==> src/rtl/life_pkg.sv <==
// Shared constants, FSM encoding and cell-rule helpers for the Life generation engine.
package life_pkg;

    localparam int ROWS    = 16;
    localparam int COLS    = 16;
    localparam int BOARD_W = ROWS * COLS;

    typedef enum logic {
        IDLE    = 1'b0,
        COMPUTE = 1'b1
    } state_t;

    localparam logic [3:0] BIRTH   = 4'd3;
    localparam logic [3:0] SURVIVE = 4'd2;

    // Flat bit position of cell (r,c) on the default-sized board.
    function automatic int cell_idx(input int r, input int c);
        return r * COLS + c;
    endfunction

    // Population count of the eight neighbour bits (result 0..8).
    function automatic logic [3:0] count8(input logic [7:0] nb);
        logic [3:0] sum;
        sum = 4'd0;
        for (int i = 0; i < 8; i++) begin
            sum = sum + {3'b000, nb[i]};
        end
        return sum;
    endfunction

    // B3/S23: birth on exactly three neighbours, survival on two or three.
    function automatic logic next_cell(input logic alive, input logic [3:0] cnt);
        return (cnt == BIRTH) | (alive & (cnt == SURVIVE));
    endfunction

endpackage

==> src/rtl/life_row_eval.sv <==
// Combinational next-state evaluation of one board row from its two vertical neighbours.
module life_row_eval #(
    parameter int COLS = 16,
    parameter int WRAP = 1
) (
    input  logic [COLS-1:0] i_above,
    input  logic [COLS-1:0] i_centre,
    input  logic [COLS-1:0] i_below,
    output logic [COLS-1:0] o_next
);
    import life_pkg::*;

    // Rows padded by one column each side: bit k+1 is column k, bit 0 is column -1,
    // bit COLS+1 is column COLS. Padding is the wrapped column or a dead cell.
    logic [COLS+1:0] w_ext_a;
    logic [COLS+1:0] w_ext_c;
    logic [COLS+1:0] w_ext_b;

    // Build the padded rows according to the edge policy.
    always_comb begin
        w_ext_a = '0;
        w_ext_c = '0;
        w_ext_b = '0;
        if (WRAP != 0) begin
            w_ext_a = {i_above[0],  i_above,  i_above[COLS-1]};
            w_ext_c = {i_centre[0], i_centre, i_centre[COLS-1]};
            w_ext_b = {i_below[0],  i_below,  i_below[COLS-1]};
        end else begin
            w_ext_a = {1'b0, i_above,  1'b0};
            w_ext_c = {1'b0, i_centre, 1'b0};
            w_ext_b = {1'b0, i_below,  1'b0};
        end
    end

    for (genvar gc = 0; gc < COLS; gc++) begin : g_cell
        logic [7:0] w_nb;
        assign w_nb = {w_ext_a[gc], w_ext_a[gc+1], w_ext_a[gc+2],
                       w_ext_c[gc],                w_ext_c[gc+2],
                       w_ext_b[gc], w_ext_b[gc+1], w_ext_b[gc+2]};
        assign o_next[gc] = next_cell(i_centre[gc], count8(w_nb));
    end

endmodule

==> src/rtl/life_generation_engine.sv <==
// Row-serial Conway B3/S23 engine: snapshots the board on a step request, evaluates one
// row per clock into a work buffer and publishes the full generation on board_next.
module life_generation_engine #(
    parameter int ROWS  = 16,
    parameter int COLS  = 16,
    parameter int WRAP  = 1,
    parameter int GEN_W = 16
) (
    input  logic                 clk,
    input  logic                 reset_n,
    input  logic                 step,
    input  logic [ROWS*COLS-1:0] board_in,
    output logic [ROWS*COLS-1:0] board_next,
    output logic                 busy,
    output logic                 done,
    output logic [GEN_W-1:0]     gen_count
);
    import life_pkg::*;

    localparam int              RW       = (ROWS > 1) ? $clog2(ROWS) : 1;
    localparam int              LBW      = ROWS * COLS;
    localparam logic [RW-1:0]   LAST_ROW = RW'(ROWS - 1);

    state_t             r_state;
    state_t             w_state_nxt;
    logic [RW-1:0]      r_row;
    logic [LBW-1:0]     r_snap;
    logic [LBW-1:0]     r_work;
    logic [LBW-1:0]     r_board_next;
    logic [LBW-1:0]     w_merged;
    logic               r_busy;
    logic               r_done;
    logic [GEN_W-1:0]   r_gen;
    logic               w_last;
    logic               w_start;
    logic               w_eval;
    logic               w_finish;
    logic [COLS-1:0]    w_row_a;
    logic [COLS-1:0]    w_row_c;
    logic [COLS-1:0]    w_row_b;
    logic [COLS-1:0]    w_row_n;

    assign w_last = (r_row == LAST_ROW);

    // FSM state register.
    always_ff @(posedge clk or negedge reset_n) begin
        if (!reset_n) begin
            r_state <= IDLE;
        end else begin
            r_state <= w_state_nxt;
        end
    end

    // FSM next-state: a step is only taken from IDLE, so requests while busy are dropped.
    always_comb begin
        w_state_nxt = r_state;
        case (r_state)
            IDLE: begin
                if (step) w_state_nxt = COMPUTE;
                else      w_state_nxt = IDLE;
            end
            COMPUTE: begin
                if (w_last) w_state_nxt = IDLE;
                else        w_state_nxt = COMPUTE;
            end
            default: w_state_nxt = IDLE;
        endcase
    end

    // FSM control strobes for the datapath.
    always_comb begin
        w_start  = 1'b0;
        w_eval   = 1'b0;
        w_finish = 1'b0;
        case (r_state)
            IDLE: begin
                w_start = step;
            end
            COMPUTE: begin
                w_eval   = 1'b1;
                w_finish = w_last;
            end
            default: begin
                w_start  = 1'b0;
                w_eval   = 1'b0;
                w_finish = 1'b0;
            end
        endcase
    end

    // Fetch the current row and its vertical neighbours from the frozen snapshot.
    always_comb begin
        w_row_c = r_snap[r_row*COLS +: COLS];
        if (r_row == {RW{1'b0}}) begin
            if (WRAP != 0) w_row_a = r_snap[(ROWS-1)*COLS +: COLS];
            else           w_row_a = '0;
        end else begin
            w_row_a = r_snap[(r_row - 1'b1)*COLS +: COLS];
        end
        if (r_row == LAST_ROW) begin
            if (WRAP != 0) w_row_b = r_snap[0 +: COLS];
            else           w_row_b = '0;
        end else begin
            w_row_b = r_snap[(r_row + 1'b1)*COLS +: COLS];
        end
    end

    life_row_eval #(
        .COLS (COLS),
        .WRAP (WRAP)
    ) u_row_eval (
        .i_above  (w_row_a),
        .i_centre (w_row_c),
        .i_below  (w_row_b),
        .o_next   (w_row_n)
    );

    // Work buffer with the row being evaluated this cycle merged in.
    always_comb begin
        w_merged = r_work;
        w_merged[r_row*COLS +: COLS] = w_row_n;
    end

    // Datapath registers: snapshot, row counter, work buffer, result and status outputs.
    always_ff @(posedge clk or negedge reset_n) begin
        if (!reset_n) begin
            r_snap       <= '0;
            r_row        <= '0;
            r_work       <= '0;
            r_board_next <= '0;
            r_busy       <= 1'b0;
            r_done       <= 1'b0;
            r_gen        <= '0;
        end else begin
            r_done <= w_finish;
            if (w_start) begin
                r_snap <= board_in;
                r_row  <= '0;
                r_busy <= 1'b1;
            end else if (w_eval) begin
                r_work <= w_merged;
                if (w_finish) begin
                    r_row        <= '0;
                    r_board_next <= w_merged;
                    r_busy       <= 1'b0;
                    r_gen        <= r_gen + {{(GEN_W-1){1'b0}}, 1'b1};
                end else begin
                    r_row <= r_row + 1'b1;
                end
            end else begin
                r_row <= r_row;
            end
        end
    end

    assign board_next = r_board_next;
    assign busy       = r_busy;
    assign done       = r_done;
    assign gen_count  = r_gen;

endmodule

==> config.mk <==
export PLATFORM = sky130hd
export DESIGN_NAME = life_generation_engine
export DESIGN_NICKNAME = d
export VERILOG_FILES = /design/src/rtl/life_pkg.sv /design/src/rtl/life_row_eval.sv /design/src/rtl/life_generation_engine.sv
export SDC_FILE = /design/constraint.sdc
export NUM_CORES = 2
export LEC_CHECK = 0
export ABC_AREA = 1
export CAP_MARGIN = 20
export CORE_MARGIN = 5
export CORE_UTILIZATION = 45
export CTS_BUF_LIST = sky130_fd_sc_hd__clkbuf_4 sky130_fd_sc_hd__clkbuf_8
export CTS_CLUSTER_SIZE = 14
export DETAILED_ROUTE_END_ITERATION = 6
export GPL_TIMING_DRIVEN = 0
export PLACE_DENSITY_LB_ADDON = 0.1
export REMOVE_ABC_BUFFERS = 1
export SLEW_MARGIN = 10
export SYNTH_ARGS = -nofsm -noshare
export SYNTH_HDL_FRONTEND = slang
export SYNTH_SLANG_ARGS = --single-unit
export TNS_END_PERCENT = 30
==> constraint.sdc <==
create_clock -name clk -period 6.3 [get_ports clk]
set_input_delay 0.945 -clock clk [delete_from_list [all_inputs] [get_ports clk]]
set_output_delay 0.945 -clock clk [all_outputs]
set_load 0.005 [all_outputs]
After elaboration in Yosys (flattened, before gate mapping)
Index checks and enable logic that the tools add are counted.
{ "word_totals": {"ff_bits": 791, "latchBits": 0, "ram_bits": 0, "romBits": 0, "inputBits": 259, "out_inout_bits": 274, "elab_cells": 218, "memories": 0} }
{ "op_classes": {"n_addsub": 117, "mul": 0, "div_mod_pow": 0, "magnitude_cmp": 0, "n_eq_ne": 33, "shift": 5, "muxes": 15, "bitwise": 34, "reduce_logical": 6} }
{ "ops": {"columns": ["cell", "count"], "rows": [
  ["$add 4x1->4", 96],
  ["$bwmux 256", 1],
  ["$shift 16x34->256 const A", 1],
  ["$shiftx 16x34->256", 1],
  ["$shiftx 256x10->16", 1],
  ["$shiftx 256x33->16", 1],
  ["$shiftx 256x9->16", 1],
  ["$eq 4x2->1 const B", 32],
  ["$neg 8->34", 1],
  ["$add 1x1->2", 16],
  ["$mux 16", 2],
  ["$add 16x1->16 const B", 1],
  ["$and 1x1->1", 16],
  ["$or 1x1->1", 16],
  ["$mux 4", 3],
  ["$mux 1", 8],
  ["$add 4x1->5 const B", 1],
  ["$sub 4x1->5 const B", 1],
  ["$add 4x1->4 const B", 1],
  ["$eq 4x4->1 const B", 1],
  ["$logic_not 4->1", 1],
  ["$reduce_and 2->1", 2],
  ["$reduce_bool 2->1", 2],
  ["$reduce_and 3->1", 1],
  ["other kinds (2)", 3]
]} }

Logic depth before layout (Yosys ltp)
{ "depth": {"depth_word": 15, "ltp_mapped": 30, "ltp_nobuf": 25} }

Cells and area by module
Synthesis repeated with hierarchy kept, for this count alone.
{ "hier_totals": {"hier_cells": 5043, "hier_area_um2": 41591.1} }
{ "modules_own_cells": {"columns": ["module", "instances", "cells_each", "area_each_um2", "seq_area_each_um2"], "rows": [
  ["life_generation_engine", 1, 4676, 38692.1, 19794.0],
  ["life_row_eval", 1, 367, 2899.0, 0.0]
]} }

Worst setup path after synthesis
OpenSTA, ideal clock, no wires.
{ "synth_path": {"path_type": "flip-flop to flip-flop", "from": "reg r_row[0]", "to": "reg r_work[239]", "setup_ns": 0.066, "arrival_time_ns": 5.528, "t_required_ns": 6.234, "slack_ns": 0.707, "path_stages_with_launch": 28, "n_path_buf": 8, "period_less_slack_ns": 5.593, "cell_sequence": "dfrtp_1 -> buf_4 -> inv_2 -> buf_4 -> buf_4 -> buf_2 -> buf_2 -> ha_1 -> inv_1 -> buf_2 -> buf_1 -> clkbuf_1 -> nand2_1 -> a221oi_1 -> o22ai_1 -> fa_1 -> inv_1 -> fa_1 -> inv_1 -> fa_1 -> or2_2 -> nor3_1 -> nand3_1 -> nand2_1 -> nand4_1 -> nand2_1 -> nand3_1 -> nand2_1"} }
{ "synth_via": {"elab_chain_cells": 15, "word_cells_on_any_way": 189, "cone_classes": "add/sub: 115; eq/ne: 33; shift: 5; mux: 3; bitwise: 32; reduce/logical: 1"} }
{ "synth_rtl": {"columns": ["item", "line_no", "source"], "rows": [
  ["start: declaration", "life_generation_engine.sv:26", "logic [RW-1:0] r_row;"],
  ["start signal: assignment", "life_generation_engine.sv:148", "r_row <= r_row + 1'b1;"],
  ["start signal: assignment", "life_generation_engine.sv:151", "r_row <= r_row;"],
  ["$add 4x1->5", "life_generation_engine.sv:104", "w_row_b = r_snap[(r_row + 1'b1)*COLS +: COLS];"],
  ["$shiftx 256x10->16", "life_generation_engine.sv:104", null],
  ["$mux 16", "life_generation_engine.sv:100", "if (r_row == LAST_ROW) begin"],
  ["$add 1x1->2", "life_pkg.sv:26", "sum = sum + {3'b000, nb[i]};"],
  ["$add 4x1->4 (6 in a row)", "life_pkg.sv:26", null],
  ["$eq 4x2->1", "life_pkg.sv:33", "return (cnt == BIRTH) | (alive & (cnt == SURVIVE));"],
  ["$and 1x1->1", "life_pkg.sv:33", null],
  ["$or 1x1->1", "life_pkg.sv:33", null],
  ["$shiftx 16x34->256", "life_generation_engine.sv:121", "w_merged[r_row*COLS +: COLS] = w_row_n;"],
  ["$bwmux 256 (*)", "life_generation_engine.sv:121", null],
  ["end signal: assignment", "life_generation_engine.sv:141", "r_work <= w_merged;"],
  ["end: declaration", "life_generation_engine.sv:28", "logic [LBW-1:0] r_work;"]
]} }
Every way passes the cells marked *; elsewhere a longest branch is shown, timed or not.
A chain may end at the register's enable or synchronous reset.

Worst setup path in the final report
{ "layout_path": {"from": "reg r_row[0]", "to": "reg r_work[91]"} }
Same word-level chain as after synthesis.

==> flow_summary.yaml <==
global_route:
  first_global_vias: 39710
  grt_pass1_wl_mm: 229.8
  grt_usage_pct: 28.49
  antenna_found_initial: 21
  grt_max_degree: 118
  grt-ovfl-total: 0
sta:
  hold_viol: 0
  fmax_mhz: 162.9
  tightest_slew_ns: 0.9183
  setup_viol: 0
  skew_ns: 0.03025
  slew_headroom_pct: 38.32
  post-route-min-period_ns: 6.141
  min_period_over_period_pct: 97.47
  finalMaxSlewViolations: 0
floorplan:
  dieHeight_um: 320.7
  placementRows: 114
  core-area_um2: 96280
  dieArea_um2: 102900
  die_w_um: 320.7
  start_util_pct: 45.13
  num_io_pins: 533
clocking:
  cts_buffer_depth: 3
  clock-sinks: 791
  cts_tree: "yes"
  cts_made_buffers: 145
  cts.clk_slew.worst_paths_ns: 0.06
  clk-insertion-delay-late_ns: 0.83
  htreeDepth: 4
  root_buffer: "clkbuf_8"
critical_path:
  max_stage_delay_ns: 0.51
  worstSetupEndpointType: "flop"
  cp-start-kind: "flop"
  crit_family: "adder cells"
  critPathKind: "reg -> reg"
  crit_buf_inv: 7
  cp.arrival_ns: 6.90
  slowest_stage: "dfrtp_4"
  cp_max_fo: 40
  crit_chain: "buf_4 > buf_16 > ha_1 > nand2_1 > inv_2 > nand2_4 > clkinvlp_4 > buf_12 > a221o_1 > ha_1 > fa_1 > inv_1 > fa_1 > fa_1 > fa_1 > inv_1 > nand2_1 > nor3_1 > nand3_1 > nand2_4 > nand4_1 > nand2_1 > nand3_1 > nand2_1"
  critical_path_required_ns: 7.06
routing:
  vias_per_cell: 5.458
  wl_per_cell_um: 20.16
  via_count: 41360
  postRouteAntennaNets: 0
  drc: 0
  first_iter_violations: 3576
  wirelength_mm: 152.8
  dr.pass1.iters: 7
synthesis:
  synthArstFlopShare_pct: 100.0
  synth_common_cells: "nand2_1, dfrtp_1, nand3_1"
  syn-instance-count: 5768
  ys_types: 46
  syn_area_um2: 43450
  synth_edf_count: 0
  synth_top_area_cell: "dfrtp_1"
  netlist_top_cells_area: "dfrtp_1, nand2_1, nand3_1, a21oi_1, nor2_1"
  synth_seq_cells: 791
  ys_seq_area_share_pct: 45.55
  syn_avg_cell_area_um2: 7.533
  synth_top_area_share_pct: 45.55
  synth_most_common_cell: "nand2_1"
  ys_warn_count: 0
  synth_flop_cell: "dfrtp_1"
placed_design:
  dp_hpwl_mm: 97.15
  port_buffers: 532
  gp_congestion: 0.8306
  dpl_cell_area_um2: 50560
  placedCellCount: 7267
finish:
  multi_input_area_um2: 21060
  postLayoutCellArea_um2: 54620
  stdcell_count: 7577
  drive_gt1_share_pct: 10.75
  register_area_um2: 19810
  nFillCells: 8948
  area_delta_synth_final_pct: 25.71
  fin_util_pct: 56.74
  final_nets: 6563
job:
  cap_viol_max_count: 0
status:
  run_status: "finished, final reports clean"
worst_hold_path:
  hp-class: "reg -> reg"
-- placed cells by master, fill, tap and decap left out, types with 46 or more instances in the layout --
| master | instances |
|---|---|
| o21ai_0 | 168 |
| nand3_1 | 759 |
| fa_1 | 64 |
| clkdlybuf4s50_1 | 531 |
| nor2_1 | 347 |
| dfrtp_1 | 786 |
| a21oi_1 | 326 |
| or2_2 | 185 |
| mux2_2 | 46 |
| inv_1 | 346 |
| nand4_1 | 68 |
| nand2_1 | 1978 |
| buf_16 | 46 |
| ha_1 | 51 |
| clkbuf_8 | 183 |
-- through the flow --
step	TNS [ns]	hold WS (ns)	worst slack [ns]
2_1_floorplan	-9507.45	0.4414	-13.08
3_3_place_gp	-	0.4529	-37.72
3_5_place_dp	-623.14	0.4575	-1.673
4_1_cts	0	0.4720	0.009052
5_1_grt	-0.003148	0.4788	-0.003148
6_report	0	0.4674	0.1594
-- area by class of cell --
class / count / area share (%)
Multi-Input combinational cell: 4239 / 38.56
Sequential cell: 791 / 36.27
Timing Repair Buffer: 647 / 13.95
Clock buffer: 226 / 5.202
Tap cell: 1276 / 2.923
Inverter: 363 / 2.659
Clock inverter: 22 / 0.3619
Antenna cell: 12 / 0.05497
Timing Repair inverter: 1 / 0.01603
-- cell families after synthesis --
group	count (synthesis)	synth area share (%)
simple gates	3428	33.72
xor+xnor	27	0.5442
buf+inv	738	6.686
flops	791	45.55
compound gates	622	7.858
mux	46	1.192
fa+ha+maj	116	4.446
-- state kept, by name, summed over array words and instances (netlist names) --
| register | flops |
|---|---|
| board_next | 256 |
| r_snap | 256 |
| r_work | 256 |
| gen_count | 16 |
| r_row | 4 |
| busy | 1 |
| done | 1 |
| r_state | 1 |
-- final timing paths --
check                       startpoint               to  slack, ns  cells after the start
setup / recovery              r_row[0]       r_work[91]       0.16                     24
hold / removal             r_work[190]      r_work[190]       0.47                      2
setup reg to reg              r_row[0]       r_work[91]       0.16                     24
hold reg to reg            r_work[190]      r_work[190]       0.47                      2
max in group asynchronous      reset_n  board_next[157]       3.57                      6
min in group asynchronous      reset_n    gen_count[15]       0.63                      2
-- worst register-to-register path, cell delays in order, from the launching register on --
cell and delay (ns):
dfrtp_4 0.51, buf_4 0.19, buf_16 0.19, ha_1 0.24, nand2_1 0.08, inv_2 0.08, nand2_4 0.11, clkinvlp_4 0.24
buf_12 0.23, a221o_1 0.50, ha_1 0.37, fa_1 0.51, inv_1 0.05, fa_1 0.46, fa_1 0.49, fa_1 0.48
inv_1 0.07, nand2_1 0.04, nor3_1 0.20, nand3_1 0.17, nand2_4 0.25, nand4_1 0.29, nand2_1 0.17, nand3_1 0.08
nand2_1 0.08
-- layer usage --
metal	GRT usage (%)	vias to the layer above	routed length, µm
li1	-	19540	-
met1	38.25	19870	64390
met5	0	-	62
met2	45.13	1597	69820
met4	12.48	10	6632
met3	5.666	333	11880
-- what timing repair did --
| action | in CTS | in global routing |
|---|---|---|
| cloned | 3 | 8 |
| hold endpoints to repair | 49 | 0 |
| endpoints found under the setup margin | 512 | 461 |
| gates resized for setup | 66 | 21 |
| hold buffers | 1 | 0 |
| setup buffers | 14 | 23 |
| pin swaps | 2 | 26 |
Power is left out: the tool's default activity adds up to more than one toggle a clock period on the data nets, which glitch-free logic cannot reach.
